$ cat src/rtl/arbiter_param.sv
`default_nettype none
// ============================================================================
//  Module   : arbiter_param
//  Purpose  : N-way request/grant arbiter with fixed/round-robin policy,
//             maximum-hold timeout and gap-free grant handover.
//  Revision : 1.0
// ============================================================================
module arbiter_param #(
  parameter int NUM_REQ  = 4,
  parameter int MAX_HOLD = 8,
  localparam int ID_W    = $clog2(NUM_REQ)
) (
  input  logic               clk,
  input  logic               reset,
  input  logic [NUM_REQ-1:0] req,
  input  logic               mode,
  output logic [NUM_REQ-1:0] gnt,
  output logic               gnt_valid,
  output logic [ID_W-1:0]    gnt_id
);

  localparam int             CNT_W     = (MAX_HOLD == 0) ? 1 : $clog2(MAX_HOLD + 1);
  localparam bit             HOLD_EN   = (MAX_HOLD != 0);
  localparam logic [CNT_W-1:0] HOLD_LAST = HOLD_EN ? CNT_W'(MAX_HOLD - 1) : '0;

  typedef enum logic [0:0] {S_IDLE = 1'b0, S_GRANT = 1'b1} state_t;

  state_t             state, state_n;
  logic [NUM_REQ-1:0] gnt_n;
  logic [ID_W-1:0]    gnt_id_n;
  logic [ID_W-1:0]    rr_ptr, rr_ptr_n;
  logic [CNT_W-1:0]   hold_cnt, hold_cnt_n;

  logic               owner_req;
  logic               expire;
  logic               keep;
  logic [NUM_REQ-1:0] cand;
  logic               lo_found, hi_found;
  logic [ID_W-1:0]    lo_idx, hi_idx;
  logic               win_found;
  logic [ID_W-1:0]    win_idx;

  assign owner_req = req[gnt_id];
  assign expire    = HOLD_EN && (hold_cnt == HOLD_LAST);
  assign keep      = (state == S_GRANT) && owner_req && !expire;
  // On expiry the current owner sits out this one decision.
  assign cand      = ((state == S_GRANT) && owner_req) ? (req & ~gnt) : req;

  // Round-robin = lowest request above rr_ptr, else lowest request overall.
  always_comb begin
    lo_found = 1'b0;
    lo_idx   = '0;
    hi_found = 1'b0;
    hi_idx   = '0;
    for (int i = NUM_REQ - 1; i >= 0; i--) begin
      if (cand[i]) begin
        lo_found = 1'b1;
        lo_idx   = ID_W'(i);
        if (ID_W'(i) > rr_ptr) begin
          hi_found = 1'b1;
          hi_idx   = ID_W'(i);
        end
      end
    end
    win_found = lo_found;
    win_idx   = (mode && hi_found) ? hi_idx : lo_idx;
  end

  always_comb begin
    state_n    = state;
    gnt_n      = gnt;
    gnt_id_n   = gnt_id;
    rr_ptr_n   = rr_ptr;
    hold_cnt_n = hold_cnt;
    if (keep) begin
      if (HOLD_EN && (hold_cnt != HOLD_LAST)) begin
        hold_cnt_n = hold_cnt + CNT_W'(1);
      end
    end else if (win_found) begin
      state_n    = S_GRANT;
      gnt_n      = NUM_REQ'(1) << win_idx;
      gnt_id_n   = win_idx;
      rr_ptr_n   = win_idx;
      hold_cnt_n = '0;
    end else if ((state == S_GRANT) && owner_req) begin
      // Expired with nobody else waiting: re-grant the same owner, no gap.
      rr_ptr_n   = gnt_id;
      hold_cnt_n = '0;
    end else begin
      state_n    = S_IDLE;
      gnt_n      = '0;
      hold_cnt_n = '0;
    end
  end

  always_ff @(posedge clk or posedge reset) begin
    if (reset) begin
      state    <= S_IDLE;
      gnt      <= '0;
      gnt_id   <= '0;
      rr_ptr   <= ID_W'(NUM_REQ - 1);
      hold_cnt <= '0;
    end else begin
      state    <= state_n;
      gnt      <= gnt_n;
      gnt_id   <= gnt_id_n;
      rr_ptr   <= rr_ptr_n;
      hold_cnt <= hold_cnt_n;
    end
  end

  assign gnt_valid = |gnt;

endmodule
`default_nettype wire

$ cat config.mk
export PLATFORM = sky130hd
export DESIGN_NAME = arbiter_param
export DESIGN_NICKNAME = d
export VERILOG_FILES = /design/src/rtl/arbiter_param.sv
export SDC_FILE = /design/constraint.sdc
export NUM_CORES = 1
export LEC_CHECK = 0
export ABC_AREA = 1
export BUFFER_PORTS_ARGS = -buffer_cell sky130_fd_sc_hd__buf_2
export CAP_MARGIN = 10
export CELL_PAD_IN_SITES_DETAIL_PLACEMENT = 0
export CELL_PAD_IN_SITES_GLOBAL_PLACEMENT = 1
export CORE_MARGIN = 2
export CORE_UTILIZATION = 30
export CTS_CLUSTER_DIAMETER = 30
export DETAILED_ROUTE_END_ITERATION = 10
export PLACE_DENSITY = 0.59
export SLEW_MARGIN = 10
export SYNTH_ARGS = -nofsm -noshare
export SYNTH_HDL_FRONTEND = slang
export SYNTH_SLANG_ARGS = --single-unit
$ cat constraint.sdc
create_clock -name clk -period 1.8 [get_ports clk]
set_clock_uncertainty 0.05 [all_clocks]
set_input_delay 0.36 -clock clk [delete_from_list [all_inputs] [get_ports clk]]
set_output_delay 0.36 -clock clk [all_outputs]
set_load 0.02 [all_outputs]
; ---- Word-level counts from Yosys, hierarchy flattened
; Cells that the tools add are included.
[classes]
add_sub_neg = 1
order_cmp = 5
eq_ne = 4
shifts = 1
mux = 36
n_bitwise = 3
reduce_logical = 9
[ops]
columns = op, count
row1 = $mux 2, 15
row2 = $mux 4, 5
row3 = $mux 1, 15
row4 = $reduce_and 2->1, 3
row5 = $add 4x1->4 const B, 1
row6 = $and 4x4->4, 1
row7 = $eq 4x3->1 const B, 1
row8 = $gt 1x2->1 const A, 2
row9 = $gt 2x2->1 const A, 2
row10 = $ne 4x3->1 const B, 1
row11 = $not 4->4, 1
row12 = $reduce_or 4->1, 1
row13 = $shl 1x2->4 const A, 1
row14 = $logic_and 1x1->1, 3
row15 = $lt 2x3->1 const B, 1
row16 = $bmux 1 s2, 1
row17 = $ne 2x1->1 const B, 1
row18 = $ne 2x2->1 const B, 1
row19 = $reduce_bool 2->1, 1
row20 = $logic_not 1->1, 1
row21 = $not 1->1, 1
[word_totals]
reg_bits = 13
in_bits = 7
out_inout_bits = 7
elab_cells = 64

; ---- Depth between registers and ports, before layout
[depth]
word_depth = 15
mapped_depth = 13
ltp_nobuf = 13

; ---- Worst setup path before layout
; Ideal clock, no wire load.
[synth_path]
kind = flip-flop to flip-flop
from = register gnt_id[0]
to = register gnt[2]
setup_ns = 0.124
t_arrival_ns = 1.418
required_ns = 1.626
setup_slack_ns = 0.208
stages_incl_launch_ff = 12
path_buffers = 0
synth_period_minus_slack_ns = 1.592
path_cell_list = dfrtp_1 -> inv_2 -> nand2_1 -> nand3_2 -> nand2_4 -> nand3_2 -> nand2_2 -> nand2_4 -> nor2_8 -> nor2_4 -> nand3_2 -> o21bai_1
[synth_via]
elab_chain_cells = 15
word_cells_on_any_way = 34
cone_classes = 1 x eq/ne / 1 x shift / 27 x mux / 1 x bitwise / 4 x reduce/logical
[synth_rtl]
columns = item, line_no
row1 = start: declaration, 19  ; output logic [ID_W-1:0] gnt_id
row2 = start signal: assignment, 106  ; gnt_id <= gnt_id_n;
row3 = $bmux 1 s2 *, 43  ; assign owner_req = req[gnt_id];
row4 = $mux 1 (implied by the code) *, 43
row5 = $logic_and 1x1->1 *, "45, 47, 85"
row6 = $mux 4, 47  ; assign cand = ((state == S_GRANT) && owner_req) ? (req & ~gnt) : req;
row7 = $mux 1, 56  ; if (cand[i]) begin
row8 = $mux 1, 59  ; if (ID_W'(i) > rr_ptr) begin
row9 = $mux 1, 56
row10 = $mux 1, 59
row11 = $mux 1, 56
row12 = $mux 1, 59
row13 = $mux 1, 56
row14 = $logic_and 1x1->1, 66  ; win_idx = (mode && hi_found) ? hi_idx : lo_idx;
row15 = $mux 2, 66
row16 = $shl 1x2->4, 81  ; gnt_n = NUM_REQ'(1) << win_idx;
row17 = $mux 4, 79  ; end else if (win_found) begin
row18 = end signal: assignment, 105  ; gnt <= gnt_n;
row19 = end: declaration, 17  ; output logic [NUM_REQ-1:0] gnt,
; Mark *: on every way between the ends. The rest lies on a longest branch, timed or not. The select of a mux whose other input is x is not followed.
; A chain may end at the register's enable or synchronous reset.

; ---- Worst setup path in the final report
[layout_path]
from = register gnt[2]
to = output port gnt_valid
[layout_via]
elab_chain_cells = 1
[layout_rtl]
columns = item, line_no
row1 = $reduce_or 4->1, 112  ; assign gnt_valid = |gnt;
row2 = end: declaration, 18  ; output logic gnt_valid,
; No other way between the ends.

==> reports/results.tsv <==
stage	metric	value	unit
status	status	complete, no violations	
global_route	vias in the first global route	701	
clocking	htree depth	1	
cells_and_area	share of cells above drive strength 1	39.23	%
detailed_routing	vias per cell	4.416	
worst_setup_path	CP Cell Sequence	or4_4 > buf_6	
detailed_routing	via count	711	
global_route	largest net degree at the start of global routing	14	
cells_and_area	Layout Area Growth over Synthesis	20.32	%
power	Comb pwr share	58.8	%
global_route	initial antenna violation count	0	
clocking	clk sink count	13	
floorplan	die area	0.003296	mm2
worst_setup_path	CP Class	flip-flop to primary output	
placed_design	Final Wtd Congestion	0.7721	
power	PD cells	1621	mW/mm2
clocking	CTS tree	done	
power	Lkg Pwr	0.5552	nW
clocking	total CTS buffers	3	
logic_synthesis	register area share after synthesis	38.30	%
placed_design	pre-CTS setup slack	0.1006	ns
detailed_routing	Routed Antenna Nets	0	
worst_setup_path	Crit path arrival time	1.34	ns
worst_setup_path	Req. time, crit path	1.39	ns
logic_synthesis	#FFs+latches synth	13	
floorplan	io pins	14	
logic_synthesis	Post-Syn Area per Cell	7.852	um2
sta	Max Clk Rate	0.5727	GHz
power	Peak VDD IR	0.9420	mV
sta	crit share post-route	97.01	%
clocking	Worst-path clk slew	0.08	ns
detailed_routing	DR pass1 iterations	4	
worst_setup_path	Worst Setup End Kind	primary output	
logic_synthesis	Synth Net Count	117	
cells_and_area	design area	0.001030	mm2
logic_synthesis	main combinational cell family by area after synthesis	simple AND/OR/NAND/NOR gates	
sta	Max-slew headroom	68.01	%
sta	Period minus WS final	1.746	ns
global_route	Global Route Usage Sum	12.22	%
logic_synthesis	mux cell area share after synthesis	0	%
power	Seq pwr share	30.5	%
floorplan	Rows	19	
worst_setup_path	Register-to-Register Path Depth	11	
logic_synthesis	Synth Area in Adders	1.462	%
cells_and_area	ANT cells	0	
logic_synthesis	Synth Area in Compound Gates	6.725	%
logic_synthesis	Post-Synth Simple-Gate Area	45.18	%
clocking	Clock Path Buffers	2	
floorplan	Starting Density	31.30	%
placed_design	Post-DP HPWL	1466	um
logic_synthesis	Syn Std Cell Area	855.8	um2
clocking	hold buffers post-CTS	0	
detailed_routing	drt total wl	1726	um
job	max-capacitance violation count	0	
detailed_routing	DRT iter0 DRCs	24	
placed_design	Buffers on Ports	13	
cells_and_area	NumNets Final	139	
sta	pins over their slew limit	0	
logic_synthesis	Netlist cell types	22	
clocking	root buffer cell	clkbuf_4	
floorplan	core area	0.002734	mm2
sta	Finish-stage setup viols	0	
worst_setup_path	element type at the critical path start	flip-flop	
sta	setup ws final	0.05390	ns
sta	hold_ws	0.04039	ns
power	clock share of power	10.8	%
worst_setup_path	CP max stage delay	0.53	ns
cells_and_area	commonest non-fill, non-tap cell in the layout	nand2_1	
power	Sw Share	47.37	%
worst_setup_path	Worst path slowest cell	or4_4	
logic_synthesis	Mapped Cells	109	
sta	measured slew at the worst slew-check pin	0.4794	ns
power	Psw	0.7906	mW
detailed_routing	DR DRC count	0	
cells_and_area	fillers	285	
detailed_routing	average wire per standard cell	10.72	um
sta	Final Hold Vio Count	0	
floorplan	Die X	57.41	um
cells_and_area	most frequent cells in the layout	nand2_1, inv_1, buf_2	
floorplan	Die H	57.41	um
power	Int Pwr	0.8785	mW
global_route	first-pass GRT wire length	3111	um
placed_design	placed instance area	959.7	um2
worst_setup_path	crit path max fanout	3	
logic_synthesis	YS warnings	0	
global_route	total gr overflow	0	
logic_synthesis	xor/xnor share of the synthesized area	1.023	%
clocking	Skew-Pair Late Insertion Delay	0.27	ns
worst_hold_path	Hold WC Path Type	primary input to asynchronous set/reset pin	
power groups by stage:
stage | Clock, mW | Combinational [mW] | Sequential (mW)
floorplan | 0 | 0.636 | 0.563
global placement | 0 | 0.895 | 0.527
detailed placement | 0 | 0.892 | 0.525
CTS | 0.189 | 0.913 | 0.514
global route | 0.212 | 1.10 | 0.526
finish | 0.180 | 0.981 | 0.508
synthesized netlist by cell type:
master / count / area, um2
clkinv_1: 1 / 3.750
nor2_4: 1 / 11.26
inv_1: 13 / 48.80
o21ai_1: 2 / 10.01
inv_2: 1 / 3.750
o21ai_2: 3 / 26.28
xor2_1: 1 / 8.760
o21bai_1: 1 / 7.510
inv_4: 1 / 6.260
nor2_1: 11 / 41.29
a21oi_2: 1 / 8.760
nand2_4: 3 / 33.78
nand2_2: 9 / 56.30
or4_1: 1 / 7.510
ha_1: 1 / 12.51
dfstp_2: 2 / 52.55
nand3_2: 6 / 60.06
nand3_1: 11 / 55.05
nor2_8: 1 / 20.02
nand2_1: 27 / 101.4
o21ai_0: 1 / 5.000
dfrtp_1: 11 / 275.3
stage by stage:
stage,power (mW),cells,TNS [ns],utilization (%)
after floorplan,1.199,109,0,-
after global placement,1.422,153,0,35.10
after detailed placement,1.417,153,0,35.10
after CTS,1.616,158,0,36.34
after global routing,1.836,161,-0.00004552,37.67
final,1.669,161,0,37.67
registers in the layout, indices dropped and copies added, names as in the netlist:
name and flops:
hold_cnt 4, state 1, gnt 4, gnt_id 2
rr_ptr 2
path summary, 6_finish.rpt:
kind                             start          end  slack, ns
max                             gnt[2]    gnt_valid       0.05
min reg2reg                hold_cnt[0]  hold_cnt[0]       0.41
max reg2reg                  gnt_id[0]       gnt[2]       0.16
max in group asynchronous        reset    gnt_id[0]       1.31
min in group clk           hold_cnt[0]  hold_cnt[0]       0.41
min                              reset       gnt[1]       0.04
worst max-delay path, delay by kind of cell (launching register included):
kind,cells,cell delay [ns]
buffers and inverters,1,0.14
AND/OR/NAND/NOR,1,0.53
flip-flops,1,0.39
per-layer routing:
layer | global-route usage (%) | routed length [um]
met4 | 1.993 | 0
met1 | 15.83 | 837
met5 | 0 | 0
met2 | 20.13 | 833
met3 | 4.082 | 55
timing repair:
| item | 4_1_cts | 5_1_grt |
|---|---|---|
| buffers inserted | 1 | 3 |
| gates resized for setup | 0 | 5 |
| endpoints found under the setup margin | 1 | 9 |
| endpoints found under the hold margin | 0 | 0 |
logic make-up after synthesis:
group           after synthesis
xor+xnor                      1
flops                        13
compound gates                8
fa+ha+maj                     1
simple gates                 70
buf+inv                      16
area by class of cell:
cell class                 count  area, um2  share of cell area (%)
multi-input combinational     80      471.7                   45.81
timing repair buffer          17      101.3                   9.842
sequential                    13      329.1                   31.96
inverter                      16      62.56                   6.075
tap                           31      38.79                   3.767
clock buffer                   4      26.28                   2.552
Note: power is estimated with default switching activity, not from simulation.
